--- config.mk ---
export PLATFORM = sky130hd
export DESIGN_NAME = ccr_unit
export DESIGN_NICKNAME = d
export VERILOG_FILES = /design/src/rtl/ccr_unit.sv
export SDC_FILE = /design/constraint.sdc
export NUM_CORES = 1
export LEC_CHECK = 0
export CAP_MARGIN = 20
export CORE_ASPECT_RATIO = 0.6
export CORE_MARGIN = 8
export CORE_UTILIZATION = 51
export CTS_BUF_LIST = sky130_fd_sc_hd__clkbuf_4
export DETAILED_ROUTE_END_ITERATION = 7
export PLACE_DENSITY = 0.81
export SLEW_MARGIN = 0
export SYNTH_ARGS = -nofsm -noshare
export SYNTH_HDL_FRONTEND = slang
export SYNTH_SLANG_ARGS = --single-unit
--- constraint.sdc ---
create_clock -name clk -period 2.9 [get_ports clk]
set_clock_uncertainty 0.1 [all_clocks]
set_input_delay 0.58 -clock clk [delete_from_list [all_inputs] [get_ports clk]]
set_output_delay 0.58 -clock clk [all_outputs]
set_load 0.01 [all_outputs]
--- src/rtl/ccr_unit.sv ---
// Condition-code register with branch resolve bypass and interrupt shadow stack.
// Optional: `define CCR_BRANCH_CLR_EN makes taken conditional branches clear the tested flag.
module ccr_unit #(
  parameter int SHADOW_DEPTH = 2,
  parameter int SP_W         = 2
) (
  input  logic            clk,
  input  logic            reset,
  input  logic            stall,
  input  logic            flush,
  input  logic [3:0]      alu_flags,
  input  logic [3:0]      flag_wr_mask,
  input  logic            flag_valid,
  input  logic [2:0]      branch_type,
  input  logic            branch_valid,
  input  logic            int_save,
  input  logic            int_restore,
  output logic [3:0]      ccr,
  output logic            carry_out,
  output logic            branch_taken,
  output logic            shadow_err,
  output logic [SP_W-1:0] shadow_depth
);

  localparam int NENT = 1 << SP_W;

  localparam logic [2:0] BR_JZ  = 3'd1;
  localparam logic [2:0] BR_JN  = 3'd2;
  localparam logic [2:0] BR_JC  = 3'd3;
  localparam logic [2:0] BR_JV  = 3'd4;
  localparam logic [2:0] BR_JMP = 3'd5;

  // Stack FSM state is the depth itself
  localparam logic [SP_W-1:0] ST_EMPTY = '0;
  localparam logic [SP_W-1:0] ST_FULL  = SP_W'(SHADOW_DEPTH);
  localparam logic [SP_W-1:0] SP_ONE   = SP_W'(1);

  logic [3:0]      ccr_q, ccr_d;
  logic [SP_W-1:0] depth_q, depth_d;
  logic            err_q, err_d;
  logic [3:0]      stk_q [NENT];

  logic [3:0] wr_en;
  logic [3:0] eff;
  logic [3:0] top;
  logic       cond;
  logic       full, empty;
  logic       save_req, rest_req, both_req;
  logic       do_push, do_pop;

  assign wr_en = {4{flag_valid & ~flush}} & flag_wr_mask;
  assign eff   = (alu_flags & wr_en) | (ccr_q & ~wr_en);

  always_comb begin
    cond = 1'b0;
    unique case (branch_type)
      BR_JZ:   cond = eff[0];
      BR_JN:   cond = eff[1];
      BR_JC:   cond = eff[2];
      BR_JV:   cond = eff[3];
      BR_JMP:  cond = 1'b1;
      default: cond = 1'b0;
    endcase
  end

  assign branch_taken = cond & branch_valid
                      & ~stall & ~flush & ~reset;

  assign full  = (depth_q == ST_FULL);
  assign empty = (depth_q == ST_EMPTY);
  assign top   = stk_q[depth_q - SP_ONE];

  assign save_req = int_save & ~int_restore & ~flush & ~stall;
  assign rest_req = int_restore & ~int_save & ~flush & ~stall;
  assign both_req = int_save & int_restore & ~flush & ~stall;
  assign do_push  = save_req & ~full;
  assign do_pop   = rest_req & ~empty;

`ifdef CCR_BRANCH_CLR_EN
  logic [3:0] clr_mask;

  always_comb begin
    clr_mask = 4'b0000;
    if (branch_taken) begin
      unique case (branch_type)
        BR_JZ:   clr_mask = 4'b0001;
        BR_JN:   clr_mask = 4'b0010;
        BR_JC:   clr_mask = 4'b0100;
        BR_JV:   clr_mask = 4'b1000;
        default: clr_mask = 4'b0000;
      endcase
    end
  end
`endif

  always_comb begin
`ifdef CCR_BRANCH_CLR_EN
    ccr_d = eff & ~clr_mask;
`else
    ccr_d = eff;
`endif
    if (do_pop) ccr_d = top;
  end

  always_comb begin
    depth_d = depth_q;
    if (do_push) depth_d = depth_q + SP_ONE;
    if (do_pop)  depth_d = depth_q - SP_ONE;
  end

  assign err_d = err_q
               | (save_req & full)
               | (rest_req & empty)
               | both_req;

  always_ff @(posedge clk) begin
    if (reset) begin
      ccr_q   <= '0;
      depth_q <= '0;
      err_q   <= 1'b0;
      for (int k = 0; k < NENT; k++) stk_q[k] <= '0;
    end else if (!stall) begin
      ccr_q   <= ccr_d;
      depth_q <= depth_d;
      err_q   <= err_d;
      if (do_push) stk_q[depth_q] <= eff;
    end
  end

  assign ccr          = ccr_q;
  assign carry_out    = ccr_q[2];
  assign shadow_err   = err_q;
  assign shadow_depth = depth_q;

endmodule

* After elaboration in Yosys (flattened, before gate mapping)
Memory sizes are Yosys's and may differ from the RTL's.
Cells that the tools add are included.
** Word-level totals
- Output and inout bits :: 9
- Word-level logic and storage cells :: 62
- Memory bits (writable) :: 16
- Input port bits :: 19
- Memories :: 1
- Register bits :: 7
** Operators by class
- Reductions and logical operators :: 4
- Multiplexer cells :: 13
- Bitwise operators :: 33
- Add/subtract/negate cells :: 2
- Eq/ne operators :: 6
** Memories
- stk_q :: depth 4, width 4, read ports 1, clocked after Yosys merged registers in 0, write ports 4, RTL line 41 : logic [3:0] stk_q [NENT];
** Operator list (number)
- AND 1 bit :: 18
- AND 4 bit :: 3
- 2-to-1 mux 4 bit :: 2
- 2-to-1 mux 1 bit :: 7
- NOT 1 bit :: 7
- equality test 3 x 2 -> 1 bit (second input constant) :: 2
- equality test 3 bit (second input constant) :: 2
- 2-to-1 mux 2 bit :: 3
- one-hot mux 1 bit (5 select lines) :: 1
- NOT 4 bit :: 1
- bitwise OR 4 bit :: 1
- OR reduction 4 bit :: 1
- equality test 3 x 1 -> 1 bit (second input constant) :: 1
- bitwise OR 1 bit :: 3
- adder 2 x 1 -> 2 bit (second input constant) :: 1
- equality test 2 bit (second input constant) :: 1
- logical NOT 2 bit :: 1
- AND reduction 2 bit :: 1
- nonzero test 2 bit :: 1
- subtractor 2 x 1 -> 2 bit (second input constant) :: 1

* Depth between registers and ports, before layout
- Word-level depth :: 11
- Mapped depth :: 7
- Depth with buffers taken out :: 6

* Least setup slack after synthesis
OpenSTA, ideal clock, no wires.
- Kind :: in2out
- Start point :: in flush
- End point :: out branch_taken
- Required time :: 2220 ps
- Stages on the path :: 4
- Slack :: 739 ps
- Arrival time :: 1481 ps
- Path through :: nand3b_1 -> mux2i_2 -> nor4_1 -> o311a_1
** On the way
- Cells in the longest elaborated chain, start to end :: 11
** Ends and longest elaborated chain
- start: declaration :: RTL line 10 : input logic flush,
- NOT 1 bit * :: RTL line 51, 67
- AND 1 bit :: RTL line 51 : assign wr_en = {4{flag_valid & ~flush}} & flag_wr_mask;
- AND 4 bit :: RTL line 51
- NOT 4 bit :: RTL line 52 : assign eff = (alu_flags & wr_en) | (ccr_q & ~wr_en);
- AND 4 bit :: RTL line 52
- bitwise OR 4 bit :: RTL line 52
- one-hot mux 1 bit (5 select lines) :: RTL line 56 : unique case (branch_type)
- AND 1 bit :: RTL line 66 : assign branch_taken = cond & branch_valid
- AND 1 bit :: RTL line 67 : & ~stall & ~flush & ~reset;
- AND 1 bit * (2 in a row) :: RTL line 67
- end: declaration :: RTL line 20 : output logic branch_taken,
Mark *: on every way between the ends. The rest lies on a longest branch, timed or not.

* Worst setup path after layout
- Start point :: in flag_wr_mask[1]
- End point :: out branch_taken
** On the way
- Cells in the longest elaborated chain, start to end :: 9
** Ends and longest elaborated chain
- start: declaration :: RTL line 12 : input logic [3:0] flag_wr_mask,
- AND 4 bit * :: RTL line 51
- NOT 4 bit :: RTL line 52
- AND 4 bit :: RTL line 52
- bitwise OR 4 bit * :: RTL line 52
- one-hot mux 1 bit (5 select lines) * :: RTL line 56
- AND 1 bit * :: RTL line 66
- AND 1 bit * (3 in a row) :: RTL line 67
Marks and branches as above.

==> metrics.md <==
| Metric | Value |
|---|---|
| Status | complete, no violations |
| Worst vdd ir | 0.280 mV |
| # setup viols final | 0 |
| Syn Inst Count | 115 |
| Die height | 54.4 µm |
| Synth warn | 0 |
| Crit-path max FO | 2 |
| Relative slew slack | 67.5% |
| Area growth syn-to-layout | 33.2% |
| EDFF count, synth | 16 |
| Cell Pwr Density | 394 nW/µm² |
| Placer's final routability congestion estimate | 0.814 |
| Util after Layout | 69.0% |
| M3 GR Usage | 5.08% |
| Initial Utilization | 51.8% |
| Critical path startpoint category | input pin |
| Met2 Use GR | 26.4% |
| CP Data Required Time | 2.22 ns |
| Most numerous cell in the Yosys netlist | nor2_1 |
| RSZ-0062 raised after global routing | no |
| Sequential cell area | 621 µm² |
| Total Power | 0.657 mW |
| Routed vias/inst | 5.74 |
| Commonest cells in the netlist | nor2_1 (21), edfxtp_1 (16), inv_1 (13) |
| Clk pwr share | 24.2% |
| Vias | 1061 |
| Grt met1 use | 19.9% |
| N_diodes | 0 |
| Initial antenna violation count | 0 |
| R2r setup slk | 0.56 ns |
| Synth top area share | 38.4% |
| DRC | 0 |
| Net switching fraction of the power | 24.8% |
| Nets@finish | 175 |
| Crit path DAT | 2.15 ns |
| Hpwl dp | 2520 µm |
| Leak pwr | 0.628 nW |
| DR WL/cell | 17.5 µm |
| Inst Count DP | 179 |
| Worst skew pair latency | 0.31 ns |
| Final WS setup | 0.0737 ns |
| Slew Limit Fails | 0 |
| Flop pwr share | 56.9% |
| Multi-input combinational cell area | 579 µm² |
| Post-DP Area | 1610 µm² |
| Mapped Nets | 136 |
| Design Area, Final | 1670 µm² |
| Mapped Avg Cell Area | 10.9 µm² |
| Largest net degree at the start of global routing | 13 |
| DIE WIDTH | 80.0 µm |
| # rows | 14 |
| Worst r2r path cells | 5 |
| Largest area contributor in the netlist | edfxtp_1 |
| Post-Route WL | 3240 µm |
| CTS Buf Count | 3 |
| CTS tree | done |
| Kind of critical path | input pin to primary output |
| Share of layout cells above drive strength 1 | 17.6% |
| CP endpoint kind | primary output |
| CTS H-tree lvls | 1 |
| Clk sink count | 23 |
| Pre-CTS worst setup slack | -0.416 ns |
| Die area | 4350 µm² |
| NetSw | 0.163 mW |
| R2r startpoint | shadow_depth[0] |
| Final Cycle Share | 97.5% |
| Pre-Repair DR Iteration Count | 4 |
| FFs w/ async S/R, synth | 0% |
| Max Cap Viol | 0 |
| GRT Total Usage | 15.7% |
| Predominant post-synthesis flop cell | edfxtp_1 |
| Filler Cell Count | 186 |
| Grt total ovfl | 0 |
| Root Buffer | clkbuf_4 |
| Netlist cell types | 31 |
| First-pass GRT wire length | 5020 µm |
| Gr busiest metal | met2 |
| Vias in the first global route | 1012 |
| Post-DRT Antenna Nets | 0 |
| Critical Path End | branch_taken |
| Seq/Total Area, Yosys | 49.6% |
| Actual slew at the worst max-slew pin | 0.486 ns |
| Non-filler instance count after layout | 185 |
| Hold WC Path Type | flop to flop |
| Iter 0 DRT Violations | 72 |
| Synth top area cells | edfxtp_1 (38%), dfxtp_1 (11%), mux4_2 (7.2%) |
| Critical path origin | flag_wr_mask[1] |
| Port Buffers | 27 |
| Final hold viol count | 0 |
| R2r endpoint | stk_q[2][0] |
| Min Clock Period, post-route | 2.83 ns |
| Clock transition at the registers of the reported paths | 0.12 ns |
| Mapped cell area | 1250 µm² |
| Max clock buf depth | 2 |
| Combinational power share | 18.8% |
| Max frequency | 0.354 GHz |
| P_int | 0.494 mW |
| #FFs+latches synth | 23 |
| IO Count | 28 |
| Core Box Area | 2420 µm² |
-- final cells by class --
cell class                 instances  share of cell area [%]
sequential                        23                    37.2
multi-input combinational         75                    34.7
timing repair buffer              38                    20.9
inverter                          13                    2.93
tap                               32                    2.40
clock buffer                       4                    1.80
-- through the flow --
step | hold WS [ns] | setup TNS, ns
floorplan | 0.405 | 0
global placement | 0.352 | -0.336
detailed placement | 0.412 | -0.416
CTS | 0.441 | 0
global route | 0.491 | 0
finish | 0.438 | 0
-- power by group through the flow --
stage / sequential, mW / clock (mW) / combinational [mW]
after CTS: 0.374 / 0.159 / 0.123
after global routing: 0.376 / 0.173 / 0.131
after detailed placement: 0.381 / 0 / 0.116
after floorplan: 0.379 / 0 / 0.0543
final: 0.374 / 0.159 / 0.124
after global placement: 0.380 / 0 / 0.113
-- flip-flops by register name (all words and copies together) (netlist names) --
signal,count
stk_q,16
shadow_depth,2
ccr,4
shadow_err,1
-- per-layer routing --
metal	wire (µm)	part of all wire, %
met5	0	0
met4	17	0.52
met3	318	9.8
met2	1500	46
met1	1410	43
-- worst min-delay path by stage --
| stage | start | end | slack, ns | cells past startpoint |
|---|---|---|---|---|
| after floorplan | shadow_err | shadow_err | 0.40 | 2 |
| final | shadow_err | shadow_err | 0.44 | 2 |
| after CTS | shadow_err | shadow_err | 0.44 | 2 |
| after global placement | shadow_err | shadow_err | 0.35 | 2 |
| after detailed placement | shadow_err | shadow_err | 0.41 | 2 |
| after global routing | shadow_err | shadow_err | 0.49 | 2 |
-- placed cells by master (no fill, tap or decap) --
cell type        synthesis  routed
or3_1                    2       2
nand2b_1                 3       3
clkbuf_4                 0       4
nor3_2                   1       1
clkdlybuf4s50_1          0      24
a21o_1                   1       1
nand3_2                  1       1
nand2_1                  2       2
mux4_2                   4       4
o21bai_1                 2       2
nand3_1                  3       3
mux2i_1                  4       4
or2_2                    1       1
nor4_1                   3       3
edfxtp_1                16      16
nand3b_1                 4       4
dfxtp_1                  7       7
mux2i_4                  1       3
o311a_1                  1       1
nor2_1                  21      21
buf_4                    1      11
a211oi_1                 1       1
dlygate4sd2_1            0       3
and4b_2                  1       1
o21a_1                   4       4
o32ai_1                  1       1
ha_1                     2       2
a21oi_1                  8       8
o211ai_1                 1       1
inv_1                   13      13
mux2_2                   1       1
-- critical path, cell delays in order --
cell	delay [ns]
clkdlybuf4s50_1	0.43
nand3b_1	0.17
mux2i_4	0.27
nor4_1	0.06
o311a_1	0.34
dlygate4sd2_1	0.29
-- repair_timing --
item / 4_1_cts / 5_1_grt
hold endpoints to repair: 0 / 0
resized for setup: 5 / 0
endpoints found under the setup margin: 1 / 0
buffers inserted: 2 / 0
hold buffers: 0 / 0
-- cells by family (layout without fill, tap and decap cells) --
kind of cell    after synthesis  count (layout)  synth area share (%)
compound gates               19              19                  10.1
mux                          12              12                  15.3
flops                        23              23                  49.6
buf+inv                      17              55                  5.59
fa+ha+maj                     2               2                  2.00
simple gates                 42              42                  17.5
Power figures use the tool's default switching activity.
